===== src/rtl/series_sequencer_pkg.sv =====
// Shared definitions for the series sequencer: default sizing constants,
// the derived numerator M and the controller state encoding.
package series_sequencer_pkg;

   localparam int unsigned NBITS_V        = 64;
   localparam int unsigned NBITS_A        = 8;
   localparam int unsigned DIVIDEND       = 4;
   localparam int unsigned NUM_DIGITS_HEX = 15;
   localparam int unsigned NDIV           = 16;

   // Divisor a+2i never exceeds 255+30, so 10 bits always suffice.
   localparam int unsigned DIVISOR_W = 10;
   localparam int unsigned TERM_W    = 4;

   // Scaled numerator: DIVIDEND shifted left by one nibble per hex digit.
   localparam logic [NBITS_V-1:0] M =
      NBITS_V'(DIVIDEND) << (DIVIDEND * NUM_DIGITS_HEX);

   typedef enum logic [2:0] {
      IDLE = 3'd0,
      LOAD = 3'd1,
      DIV  = 3'd2,
      ACC  = 3'd3,
      DONE = 3'd4
   } state_e;

endpackage


===== src/rtl/series_sequencer_divider.sv =====
// serial_divider: restoring unsigned divider, one quotient bit per cycle.
// Ports:
//   clk_2, reset   - clock, synchronous active-high reset (aborts a divide)
//   start_i        - one-cycle request; dividend_i/divisor_i sampled with it
//   dividend_i     - WIDTH-bit dividend
//   divisor_i      - DW-bit divisor, must be non-zero
//   valid_o        - one-cycle pulse, quotient_o valid; WIDTH cycles after start
//   quotient_o     - WIDTH-bit quotient, held until the next start
module serial_divider #(
   parameter int unsigned WIDTH = 64,
   parameter int unsigned DW    = 10
) (
   input  logic             clk_2,
   input  logic             reset,
   input  logic             start_i,
   input  logic [WIDTH-1:0] dividend_i,
   input  logic [DW-1:0]    divisor_i,
   output logic             valid_o,
   output logic [WIDTH-1:0] quotient_o
);

   localparam int unsigned CNT_W = $clog2(WIDTH + 1);

   logic [DW-1:0]    rem_q, rem_d;
   logic [WIDTH-1:0] quo_q, quo_d;
   logic [CNT_W-1:0] cnt_q, cnt_d;
   logic             run_q, run_d;
   logic             valid_q, valid_d;

   logic [DW-1:0]    src_rem;
   logic [WIDTH-1:0] src_quo;
   logic [DW:0]      shifted;
   logic             ge;
   logic [DW-1:0]    step_rem;
   logic [WIDTH-1:0] step_quo;

   // One shift-subtract step. The first step happens on the start edge itself,
   // so the last quotient bit lands exactly WIDTH edges after start.
   always_comb begin
      src_rem  = start_i ? '0 : rem_q;
      src_quo  = start_i ? dividend_i : quo_q;
      shifted  = {src_rem, src_quo[WIDTH-1]};
      ge       = (shifted >= {1'b0, divisor_i});
      step_rem = ge ? DW'(shifted - {1'b0, divisor_i}) : shifted[DW-1:0];
      step_quo = {src_quo[WIDTH-2:0], ge};
   end

   // Iteration control.
   always_comb begin
      rem_d   = rem_q;
      quo_d   = quo_q;
      cnt_d   = cnt_q;
      run_d   = run_q;
      valid_d = 1'b0;
      if (start_i) begin
         rem_d = step_rem;
         quo_d = step_quo;
         cnt_d = CNT_W'(1);
         run_d = 1'b1;
      end else if (run_q) begin
         rem_d = step_rem;
         quo_d = step_quo;
         cnt_d = cnt_q + CNT_W'(1);
         if (cnt_q == CNT_W'(WIDTH - 1)) begin
            run_d   = 1'b0;
            valid_d = 1'b1;
         end
      end
   end

   always_ff @(posedge clk_2) begin
      if (reset) begin
         rem_q   <= '0;
         quo_q   <= '0;
         cnt_q   <= '0;
         run_q   <= 1'b0;
         valid_q <= 1'b0;
      end else begin
         rem_q   <= rem_d;
         quo_q   <= quo_d;
         cnt_q   <= cnt_d;
         run_q   <= run_d;
         valid_q <= valid_d;
      end
   end

   assign valid_o    = valid_q;
   assign quotient_o = quo_q;

endmodule


===== src/rtl/series_sequencer.sv =====
// series_sequencer: accumulates the alternating series
//   v = sum_{i=0}^{NDIV-1} (-1)^i * floor(M / (a + 2i))
// using one shared serial divider, one quotient per term.
// Ports:
//   clk_2  - clock
//   reset  - synchronous active-high reset, wins over start
//   start  - compute request, only honoured in IDLE
//   a      - series base, captured on the accepted start
//   busy   - high in every state except IDLE
//   done   - one-cycle completion pulse, v valid from this cycle
//   v      - result, held until the next run completes
//   term   - index of the term in progress, 0 outside LOAD/DIV/ACC
module series_sequencer #(
   parameter int unsigned NBITS_V        = series_sequencer_pkg::NBITS_V,
   parameter int unsigned NBITS_A        = series_sequencer_pkg::NBITS_A,
   parameter int unsigned DIVIDEND       = series_sequencer_pkg::DIVIDEND,
   parameter int unsigned NUM_DIGITS_HEX = series_sequencer_pkg::NUM_DIGITS_HEX,
   parameter int unsigned NDIV           = series_sequencer_pkg::NDIV
) (
   input  logic               clk_2,
   input  logic               reset,
   input  logic               start,
   input  logic [NBITS_A-1:0] a,
   output logic               busy,
   output logic               done,
   output logic [NBITS_V-1:0] v,
   output logic [3:0]         term
);

   import series_sequencer_pkg::*;

   // One quotient bit per cycle, so a divide takes as many cycles as bits.
   localparam int unsigned DIV_CYCLES = NBITS_V;

   localparam logic [NBITS_V-1:0] NUMER =
      NBITS_V'(DIVIDEND) << (DIVIDEND * NUM_DIGITS_HEX);

   localparam logic [TERM_W-1:0] LAST_TERM = TERM_W'(NDIV - 1);

   state_e               state_q, state_d;
   logic [NBITS_A-1:0]   a_q, a_d;
   logic [NBITS_V-1:0]   acc_q, acc_d;
   logic [NBITS_V-1:0]   v_q, v_d;
   logic [TERM_W-1:0]    i_q, i_d;
   logic [TERM_W-1:0]    term_q, term_d;
   logic                 done_q, done_d;
   logic                 busy_q, busy_d;

   logic                 div_start_c;
   logic [DIVISOR_W-1:0] div_divisor_c;
   logic                 div_valid;
   logic [NBITS_V-1:0]   div_quot;

   assign div_start_c   = (state_q == LOAD);
   assign div_divisor_c = DIVISOR_W'(a_q) + DIVISOR_W'({i_q, 1'b0});

   serial_divider #(
      .WIDTH (DIV_CYCLES),
      .DW    (DIVISOR_W)
   ) u_div (
      .clk_2      (clk_2),
      .reset      (reset),
      .start_i    (div_start_c),
      .dividend_i (NUMER),
      .divisor_i  (div_divisor_c),
      .valid_o    (div_valid),
      .quotient_o (div_quot)
   );

   // Next-state and next-output logic.
   always_comb begin
      state_d = state_q;
      a_d     = a_q;
      acc_d   = acc_q;
      v_d     = v_q;
      i_d     = i_q;
      unique case (state_q)
         IDLE: begin
            if (start) begin
               a_d     = a;
               acc_d   = '0;
               i_d     = '0;
               // a==0 skips every divide, so the divider never sees zero.
               state_d = (a == '0) ? DONE : LOAD;
            end
         end
         LOAD: state_d = DIV;
         DIV: begin
            if (div_valid) state_d = ACC;
         end
         ACC: begin
            // Partial sums of this alternating series stay within [0, M].
            acc_d = i_q[0] ? (acc_q - div_quot) : (acc_q + div_quot);
            if (i_q == LAST_TERM) begin
               state_d = DONE;
            end else begin
               i_d     = i_q + TERM_W'(1);
               state_d = LOAD;
            end
         end
         DONE:    state_d = IDLE;
         default: state_d = IDLE;
      endcase

      // Outputs are registered from the next state so they align with it.
      if (state_d == DONE) v_d = acc_d;
      done_d = (state_d == DONE);
      busy_d = (state_d != IDLE);
      term_d = (state_d == LOAD || state_d == DIV || state_d == ACC) ? i_d : '0;
   end

   always_ff @(posedge clk_2) begin
      if (reset) begin
         state_q <= IDLE;
         a_q     <= '0;
         acc_q   <= '0;
         v_q     <= '0;
         i_q     <= '0;
         term_q  <= '0;
         done_q  <= 1'b0;
         busy_q  <= 1'b0;
      end else begin
         state_q <= state_d;
         a_q     <= a_d;
         acc_q   <= acc_d;
         v_q     <= v_d;
         i_q     <= i_d;
         term_q  <= term_d;
         done_q  <= done_d;
         busy_q  <= busy_d;
      end
   end

   assign busy = busy_q;
   assign done = done_q;
   assign v    = v_q;
   assign term = term_q;

endmodule


===== config.mk =====
export PLATFORM = sky130hd
export DESIGN_NAME = series_sequencer
export DESIGN_NICKNAME = d
export VERILOG_FILES = /design/src/rtl/series_sequencer_pkg.sv /design/src/rtl/series_sequencer_divider.sv /design/src/rtl/series_sequencer.sv
export SDC_FILE = /design/constraint.sdc
export NUM_CORES = 1
export LEC_CHECK = 0
export CORE_AREA = 2 2 149 180
export DETAILED_ROUTE_END_ITERATION = 8
export DIE_AREA = 0 0 151 182
export HOLD_SLACK_MARGIN = 0.12
export PLACE_DENSITY_LB_ADDON = 0.12
export SLEW_MARGIN = 30
export SYNTH_ARGS = -nofsm -noshare
export SYNTH_HDL_FRONTEND = slang
export SYNTH_SLANG_ARGS = --single-unit
export TNS_END_PERCENT = 30

===== constraint.sdc =====
create_clock -name clk_2 -period 4.7 [get_ports clk_2]
set_clock_uncertainty 0.2 [all_clocks]
set_input_delay 0.705 -clock clk_2 [delete_from_list [all_inputs] [get_ports clk_2]]
set_output_delay 0.705 -clock clk_2 [all_outputs]
set_load 0.005 [all_outputs]

# Word level (Yosys, flattened, before mapping)
# Index checks and enable logic that the tools add are counted.
# totals
inputBits	11
reg_bits	232
word_cells	66
# classes
addsub	6
reduce_logical	10
muxes	24
n_eq_ne	9
n_bitwise	2
order_cmp	1
# op_table
op	n
$mux W64	5
$pmux W64 S2	1
$add A64 B64 Y64	1
$sub A64 B64 Y64	1
$mux W10	4
$eq A3 B2 Y1 const B	4
$mux W3	4
$pmux W3 S4	1
$ge A11 B9 Y1	1
$sub A10 B9 Y10	1
$add A8 B5 Y9	1
$logic_not A8 Y1	1
$mux W4	2
$pmux W4 S2	1
$add A7 B1 Y7 const B	1
$eq A7 B6 Y1 const B	1
$eq A3 B1 Y1 const B	2
$mux W1	6
$add A4 B1 Y4 const B	1
$eq A4 B4 Y1 const B	1
$reduce_or A2 Y1	2
$eq A3 B3 Y1 const B	1
$logic_not A3 Y1	1
$reduce_bool A3 Y1	1
other kinds (5)	7

# Longest topological paths before layout
# Gate-level depths: netlist of the first run.
# depth
depth_word	9
ltp_mapped	23

# Cells and area by module
# A second synthesis of the first run with hierarchy kept.
# unflattened
hier_cells	1811
hier_area_um2	14533.9
# modules_own_cells
mod	cells_per_inst	instances	area_each_um2	seq_area_each_um2
series_sequencer	1299	1	10314.9	2982.9
serial_divider	512	1	4219.0	1661.6

# Least setup slack after synthesis of the first run
# OpenSTA, ideal clock, no wires.
# synth_path
kind	reg-to-reg
start	register u_div.quo_q[2] (netlist: u_div.quotient_o[2])
end	register v_q[55] (netlist: v[55])
stages_incl_launch_ff	20
t_arrival_ns	4.744
t_required_ns	4.437
slack_ns	-0.307
cell_sequence	dfxtp_1 > or4_4 > nor4_4 > nor3b_4 > and4_4 > nand3b_4 > nor3_1 > a21oi_1 > xnor2_1 > ha_1 > clkbuf_1 > and3_1 > nand2_1 > or2_2 > a211oi_1 > nor2_1 > a2111oi_4 > o21ai_1 > or4_1 > nand3_1
# synth_via
elab_chain_len	3
elab_cells_between_ends	4
classes_between	add/sub: 2; mux: 2
# synth_rtl
element	line	rtl
start, declared	series_sequencer_divider.sv:25	logic [WIDTH-1:0] quo_q, quo_d;
start signal, assigned	series_sequencer_divider.sv:80	quo_q <= quo_d;
$add A64 B64 Y64 / $sub A64 B64 Y64 (equally long branches)	series_sequencer.sv:93	acc_d = i_q[0] ? (acc_q - div_quot) : (acc_q + div_quot);
$mux W64 *	series_sequencer.sv:93	
$pmux W64 S2 *	series_sequencer.sv:77	unique case (state_q)
end signal, assigned	series_sequencer.sv:126	v_q <= v_d;
end, declared	series_sequencer.sv:43	logic [NBITS_V-1:0] v_q, v_d;
# Every way passes the cells marked *; elsewhere a longest branch is shown, timed or not.
# A chain may end at the register's enable or synchronous reset.

# Worst setup path after layout of the first run
# layout_path
start	register u_div.quo_q[8] (netlist: u_div.quotient_o[8])
end	register v_q[56] (netlist: v[56])
# Same word-level chain as after synthesis.

==> metrics.cfg, run 1 <==
[power]
power_density_nw_per_um2=433
irDropWorstVdd_uv=390
p_leak_nw=7.59
total_power_mw=7.96

[sta]
fmax_mhz=201
finalHoldViolCount=0
worst_slack_ps=-285
relSlewSlack_pct=35.7
fin_crit_ps=4990
hold-worst-slack_ps=261
setup_tns_ps=-3480
setup_viol=30
rsz0062_at_grt=yes
fin_crit_sh_pct=106
drv_slew=0
worstMarginPinSlew_ps=963

[synth]
yosys-top-cells-area=dfxtp_1 (33%), ha_1 (7.1%), nor2_1 (7.0%), xnor2_1 (6.3%), mux2i_1 (5.2%)
synth_top_area_share_pct=33.2
avgSynthCellArea_um2=8.15
ys_top_cells_by_count=nor2_1 (261), dfxtp_1 (232), a21oi_1 (143)
async_flop_share_pct=0
synth_area_um2=14000
synth_warnings=0
postSynthCellCount=1716
yosysSeqAreaShare_pct=33.2
yosysMostFrequentCell=nor2_1
synth-edff-count=0
ys_types=78
synthFlopType=dfxtp_1
synth-seq-cells=232
synth_largest_area_cell=dfxtp_1
syn_nets=1809

[floorplanning]
fp-row-count=65
coreArea_um2=25900
start_util_pct=54.1
dieArea_um2=27500
die_x_um=151
chipHeight_um=182
num_io_pins=81

[cells_and_area]
n_antenna_cell=0
drive_above_1_share_pct=22.5
fin_cells=2347
area_growth_pct=31.5
final_util_pct=71.1
finalInstanceArea_um2=18400
final_nets=2086

[grt]
grt_antenna_before_repair=0
grt_max_degree=90
grt_pass1_wl_um=67100
grt_pass1_vias=13234
grt_usage_pct=30.3
grt_overflow_total=0

[worst_setup_path]
arrival_ps=5260
path_buf_inv=3
required_ps=4980
crit_path_frequent_cell=nor3_4
crit_chain=or4_4, nor3_4, nand2b_4, nor3b_4, buf_12, and4_4, nand3b_4, buf_6, nor3_4, buf_4, a31oi_1, xnor2_1, ha_1, nand4_1, or3_1, a211oi_2, a2111oi_4, o31a_1, or4_1, nand3_1
crit_path_end_kind=flip-flop
cp_max_fo=6
critPathKind=flip-flop to flip-flop
cpMaxStageDelayCell=or4_4
start_kind=flip-flop
cp_top_family=simple AND/OR/NAND/NOR gates
ff2ff_setup_slack_ps=-290
slowest_delay_ps=560

[clock_network]
clkTransAtPathRegs_ps=60
cts_tree=yes
clock_latency_ps=550
cts_root_buf=clkbuf_16
cts_max_level=1
clockBufferDepth=3
cts.sinks=232
cts_buffers=25

[status]
outcome=finished, violations left
violations=setup timing

[route]
wl_per_cell_um=18.2
via_per_inst=5.79
drt_iter0_markers=785
dr_total_vias=13600
wl_um=42800
drt.antenna.violating_nets=0
drc=0
first_pass_iters=5

[placement]
dp_hpwl_um=32100
dp_slack_ps=-637
place_congestion=1.01
placedCellCount=2267
portBuffers=80
place_area_um2=16700

[min_path]
holdCritPathClass=flip-flop to flip-flop

[run]
cap_violations=0

state kept, by name (all words and copies together), names as in the netlist:
name,flops
busy,1
done,1
state_q,3
u_div.run_q,1
i_q,4
v,64
u_div.valid_o,1
u_div.quotient_o,64
acc_q,64
a_q,8
u_div.rem_q,10
term,4
u_div.cnt_q,7
worst register-to-register path: cells and delay by family (launching register included):
| kind | cells | cell delay [ps] |
|---|---|---|
| fa+ha+maj | 1 | 340 |
| simple gates | 11 | 2730 |
| flops | 1 | 320 |
| compound gates | 4 | 730 |
| buf+inv | 3 | 460 |
| xor+xnor | 1 | 150 |
logic make-up (layout without fill, tap and decap cells):
kind of cell | Yosys count | in the layout | share of synthesized area (%)
muxes | 75 | 75 | 5.39
DFF | 232 | 232 | 33.2
and+or+nand+nor | 575 | 575 | 19.3
buffers and inverters | 156 | 452 | 4.37
AOI/OAI and AO/OA | 456 | 456 | 21.4
xor gates and xnor gates | 140 | 140 | 8.77
adders and majority gates | 82 | 82 | 7.50
worst paths after layout:
check / end / from / cells after the start
setup / recovery: v[56]$_SDFFE_PP0P_ / u_div.quotient_o[8]$_SDFFE_PP0P_ / 20
hold / removal: a_q[3]$_SDFFE_PP0P_ / a_q[3]$_SDFFE_PP0P_ / 2
setup reg to reg: v[56]$_SDFFE_PP0P_ / u_div.quotient_o[8]$_SDFFE_PP0P_ / 20
hold reg to reg: a_q[3]$_SDFFE_PP0P_ / a_q[3]$_SDFFE_PP0P_ / 2
cell usage in the layout (no fill, tap or decap), types with 37 or more instances in the layout:
master	netlist	layout
a211oi_1	47	44
a21oi_1	143	124
a22oi_1	37	37
buf_4	0	272
clkdlybuf4s50_1	0	79
dfxtp_1	232	229
ha_1	79	73
inv_1	41	41
mux2i_1	73	73
nand2_1	121	116
nand4_1	37	37
nor2_1	261	253
o21ai_0	65	47
xnor2_1	100	94
xor2_1	40	37
routing by layer:
layer	track usage, %	part of all wire (%)	up-vias
li1	-	-	6690
met1	34.6	40	6463
met2	56.2	51	338
met3	3.07	3.9	109
met4	13.8	5.1	0
met5	0	0	-
power by group:
part / switching (mW) / internal [mW] / leakage [nW]
registers: 0.0480 / 2.02 / 1.87
clock network: 0.853 / 1.20 / 0.408
logic: 2.01 / 1.82 / 5.31
layout make-up:
class                           instances  area (um^2)
Fill cell                            2085         7470
Inverter                               41          154
Tap cell                              335          419
Sequential cell                       232         4650
Clock inverter                         13          165
Timing Repair Buffer                  365         3020
Multi-Input combinational cell       1328         9300
Clock buffer                           33          686
repair_timing:
action | in CTS | in global routing
gates cloned | 0 | 0
resized for setup | 93 | 35
buffers inserted | 19 | 15
setup endpoints to repair | 46 | 56
hold buffers | 0 | 0
pin swaps | 48 | 24
(Power assumes the default switching activity.)
==> inputs of run 2 (changes only) <==
--- a/config.mk
+++ b/config.mk
@@ -9,6 +9,7 @@
 export DETAILED_ROUTE_END_ITERATION = 8
 export DIE_AREA = 0 0 151 182
 export HOLD_SLACK_MARGIN = 0.12
+export MAX_ROUTING_LAYER = met4
 export PLACE_DENSITY_LB_ADDON = 0.12
 export SLEW_MARGIN = 30
 export SYNTH_ARGS = -nofsm -noshare
==> metrics.cfg, run 2 (synthesis gave the netlist of run 1 again) <==
[power]
pwr-share-comb_pct=48.7  ; +0.5 points
swShare_pct=36.4  ; -0.17 points
irDropWorstVdd_uv=395  ; +1.2%
power_density_nw_per_um2=438  ; +1.2%
clockPowerShare_pct=26.1  ; +0.3 points
power.switching_mw=2.99  ; +2.7%
power_frac_seq_pct=25.2  ; -0.8 points
p_leak_nw=7.74  ; +2.0%
p_int_mw=5.22  ; +3.5%
total_power_mw=8.21  ; +3.2%

[route]
wl_um=43100  ; +0.80%
via_per_inst=5.76  ; -0.62%
drt_iter0_markers=632  ; -19%
wl_per_cell_um=18.2  ; about the same
first_pass_iters=6  ; +1
drc=0  ; unchanged
drt.antenna.violating_nets=0  ; unchanged
dr_total_vias=13619  ; +0.14%

[grt]
grt_pass1_vias=13460  ; +1.7%
grt_pass1_wl_um=67700  ; +0.91%
grt_max_degree=79  ; -12%
grt_usage_pct=31.5  ; +1.2 points
grt_overflow_total=0  ; unchanged
grt_antenna_before_repair=1  ; +1

[cells_and_area]
final_common_cell=buf_4
final_nets=2103  ; +0.81%
final_cell_mix=buf_4 (281), nor2_1 (253), dfxtp_1 (229)
area_growth_pct=34.1
fin_cells=2365  ; +0.77%
drive_above_1_share_pct=23.9  ; +1.4 points
final_util_pct=72.5  ; +1.4 points
finalInstanceArea_um2=18800  ; +2.0%

[clock_network]
cts.sinks=232  ; unchanged
cts_tree=yes
clkTransAtPathRegs_ps=70  ; about the same
clock_latency_ps=550  ; about the same
cts_max_level=1  ; unchanged
clockBufferDepth=3  ; unchanged
cts_hold_buf=0  ; unchanged
cts_buffers=25  ; unchanged
cts_root_buf=clkbuf_16

[sta]
fin_crit_sh_pct=107  ; +1.1 points
fmax_mhz=199  ; -1.0%
setup_viol=36  ; +20%
drv_slew=0  ; unchanged
relSlewSlack_pct=37.3  ; +1.5 points
fin_crit_ps=5040  ; +51.9 ps
worst_slack_ps=-337  ; -51.9 ps
setup_tns_ps=-5130  ; -1660 ps
rsz0062_at_grt=yes
finalHoldViolCount=0  ; unchanged
worstMarginPinSlew_ps=940  ; -23.1 ps

[worst_setup_path]
critPathKind=flip-flop to flip-flop
required_ps=4940  ; -40 ps
ff2ff_path_depth=23  ; +15%
r2r_end=v[53]$_SDFFE_PP0P_
ff2ff_setup_slack_ps=-340  ; -50 ps
cp_max_fo=5  ; -1
worstReg2RegStart=u_div.quotient_o[8]$_SDFFE_PP0P_
start_kind=flip-flop
crit_path_end_kind=flip-flop
arrival_ps=5280  ; +20 ps

[floorplanning]
dieArea_um2=27500  ; unchanged
coreArea_um2=25900  ; unchanged
num_io_pins=81  ; unchanged
chipHeight_um=182  ; unchanged
fp-row-count=65  ; unchanged
die_x_um=151  ; unchanged
start_util_pct=54.1  ; unchanged

[min_path]
min_path_cells=2  ; unchanged
min_from=a_q[0]$_SDFFE_PP0P_
hold_end=a_q[0]$_SDFFE_PP0P_
holdCritPathClass=flip-flop to flip-flop

[placement]
portBuffers=80  ; unchanged
dp_hpwl_um=31900  ; -0.43%
placedCellCount=2285  ; +0.79%
place_area_um2=16800  ; +0.73%
place_congestion=0.999  ; -1.1%

[status]
violations=setup timing
outcome=finished, violations left

[run]
cap_violations=0  ; unchanged

[run 2: cell count changes in the layout (fill, tap and decap cells not counted), sizes merged]
cell      previous run  this run
buf                286       303
clkinvlp             4         2
bufinv               3         4
clkbuf              33        32
clkinv               5         6
diode                0         1
inv                 42        43
[run 2: through the flow]
step	hold slack, ps	worst slack, ps
global route	282	-498
finish	260	-337
CTS	264	-291
global placement	245	-441
detailed placement	254	-502
floorplan	232	-99.5
[run 2: per-layer routing]
metal	global-route usage, %	wire [um]	vias up
met1	34.5	17000	6437
met2	57.2	22400	335
met5	-	0	-
met4	13.6	2100	0
met3	3.37	1660	116
li1	-	-	6731
[run 2: cell type report]
class | instances | area [um^2]
Antenna cell | 1 | 2.50
Clock buffer | 32 | 702
Clock inverter | 14 | 205
Fill cell | 2091 | 7110
Inverter | 41 | 154
Multi-Input combinational cell | 1328 | 9470
Sequential cell | 232 | 4650
Tap cell | 335 | 419
Timing Repair Buffer | 382 | 3160
[run 2: power by group through the flow]
stage / registers, mW / clock network (mW) / logic, mW
6_report: 2.07 / 2.15 / 4.00
5_1_grt: 2.08 / 2.25 / 4.32
4_1_cts: 2.07 / 2.18 / 3.64
3_5_place_dp: 2.11 / 0 / 3.47
3_3_place_gp: 2.11 / 0 / 3.45
2_1_floorplan: 2.09 / 0 / 2.15
[run 2: critical path, cell delays in order, from the launching register on]
cell	delay, ps
dfxtp_2	320
or4_4	560
nor3_4	180
nand2b_4	80
nor3b_4	200
buf_6	140
and4_4	240
buf_6	110
buf_4	90
nor2_1	40
xnor2_1	130
ha_1	360
a21oi_1	330
o21ai_0	220
a21oi_1	160
o21ai_1	120
a221o_1	330
a31oi_1	160
buf_4	180
o211ai_4	140
buf_6	160
buf_6	100
xor2_2	160
a32o_1	220
[run 2: worst max-delay path by stage]
stage                                 startpoint              endpoint  slack (ps)  cells past startpoint
6_report        u_div.quotient_o[8]$_SDFFE_PP0P_    v[53]$_SDFFE_PP0P_        -340                     23
5_1_grt         u_div.quotient_o[8]$_SDFFE_PP0P_    v[55]$_SDFFE_PP0P_        -500                     23
4_1_cts        u_div.quotient_o[10]$_SDFFE_PP0P_    v[56]$_SDFFE_PP0P_        -290                     20
3_5_place_dp    u_div.quotient_o[5]$_SDFFE_PP0P_    v[57]$_SDFFE_PP0P_        -500                     22
3_3_place_gp    u_div.quotient_o[5]$_SDFFE_PP0P_  acc_q[53]$_SDFF_PP0_        -440                     19
2_1_floorplan   u_div.quotient_o[3]$_SDFFE_PP0P_    v[56]$_SDFFE_PP0P_        -100                     17
[run 2: timing repair]
action / CTS / global route
gates resized for setup: 45 / 112
hold endpoints to repair: 0 / 0
buffers inserted: 13 / 24
setup endpoints to repair: 46 / 66
pin swaps: 33 / 63
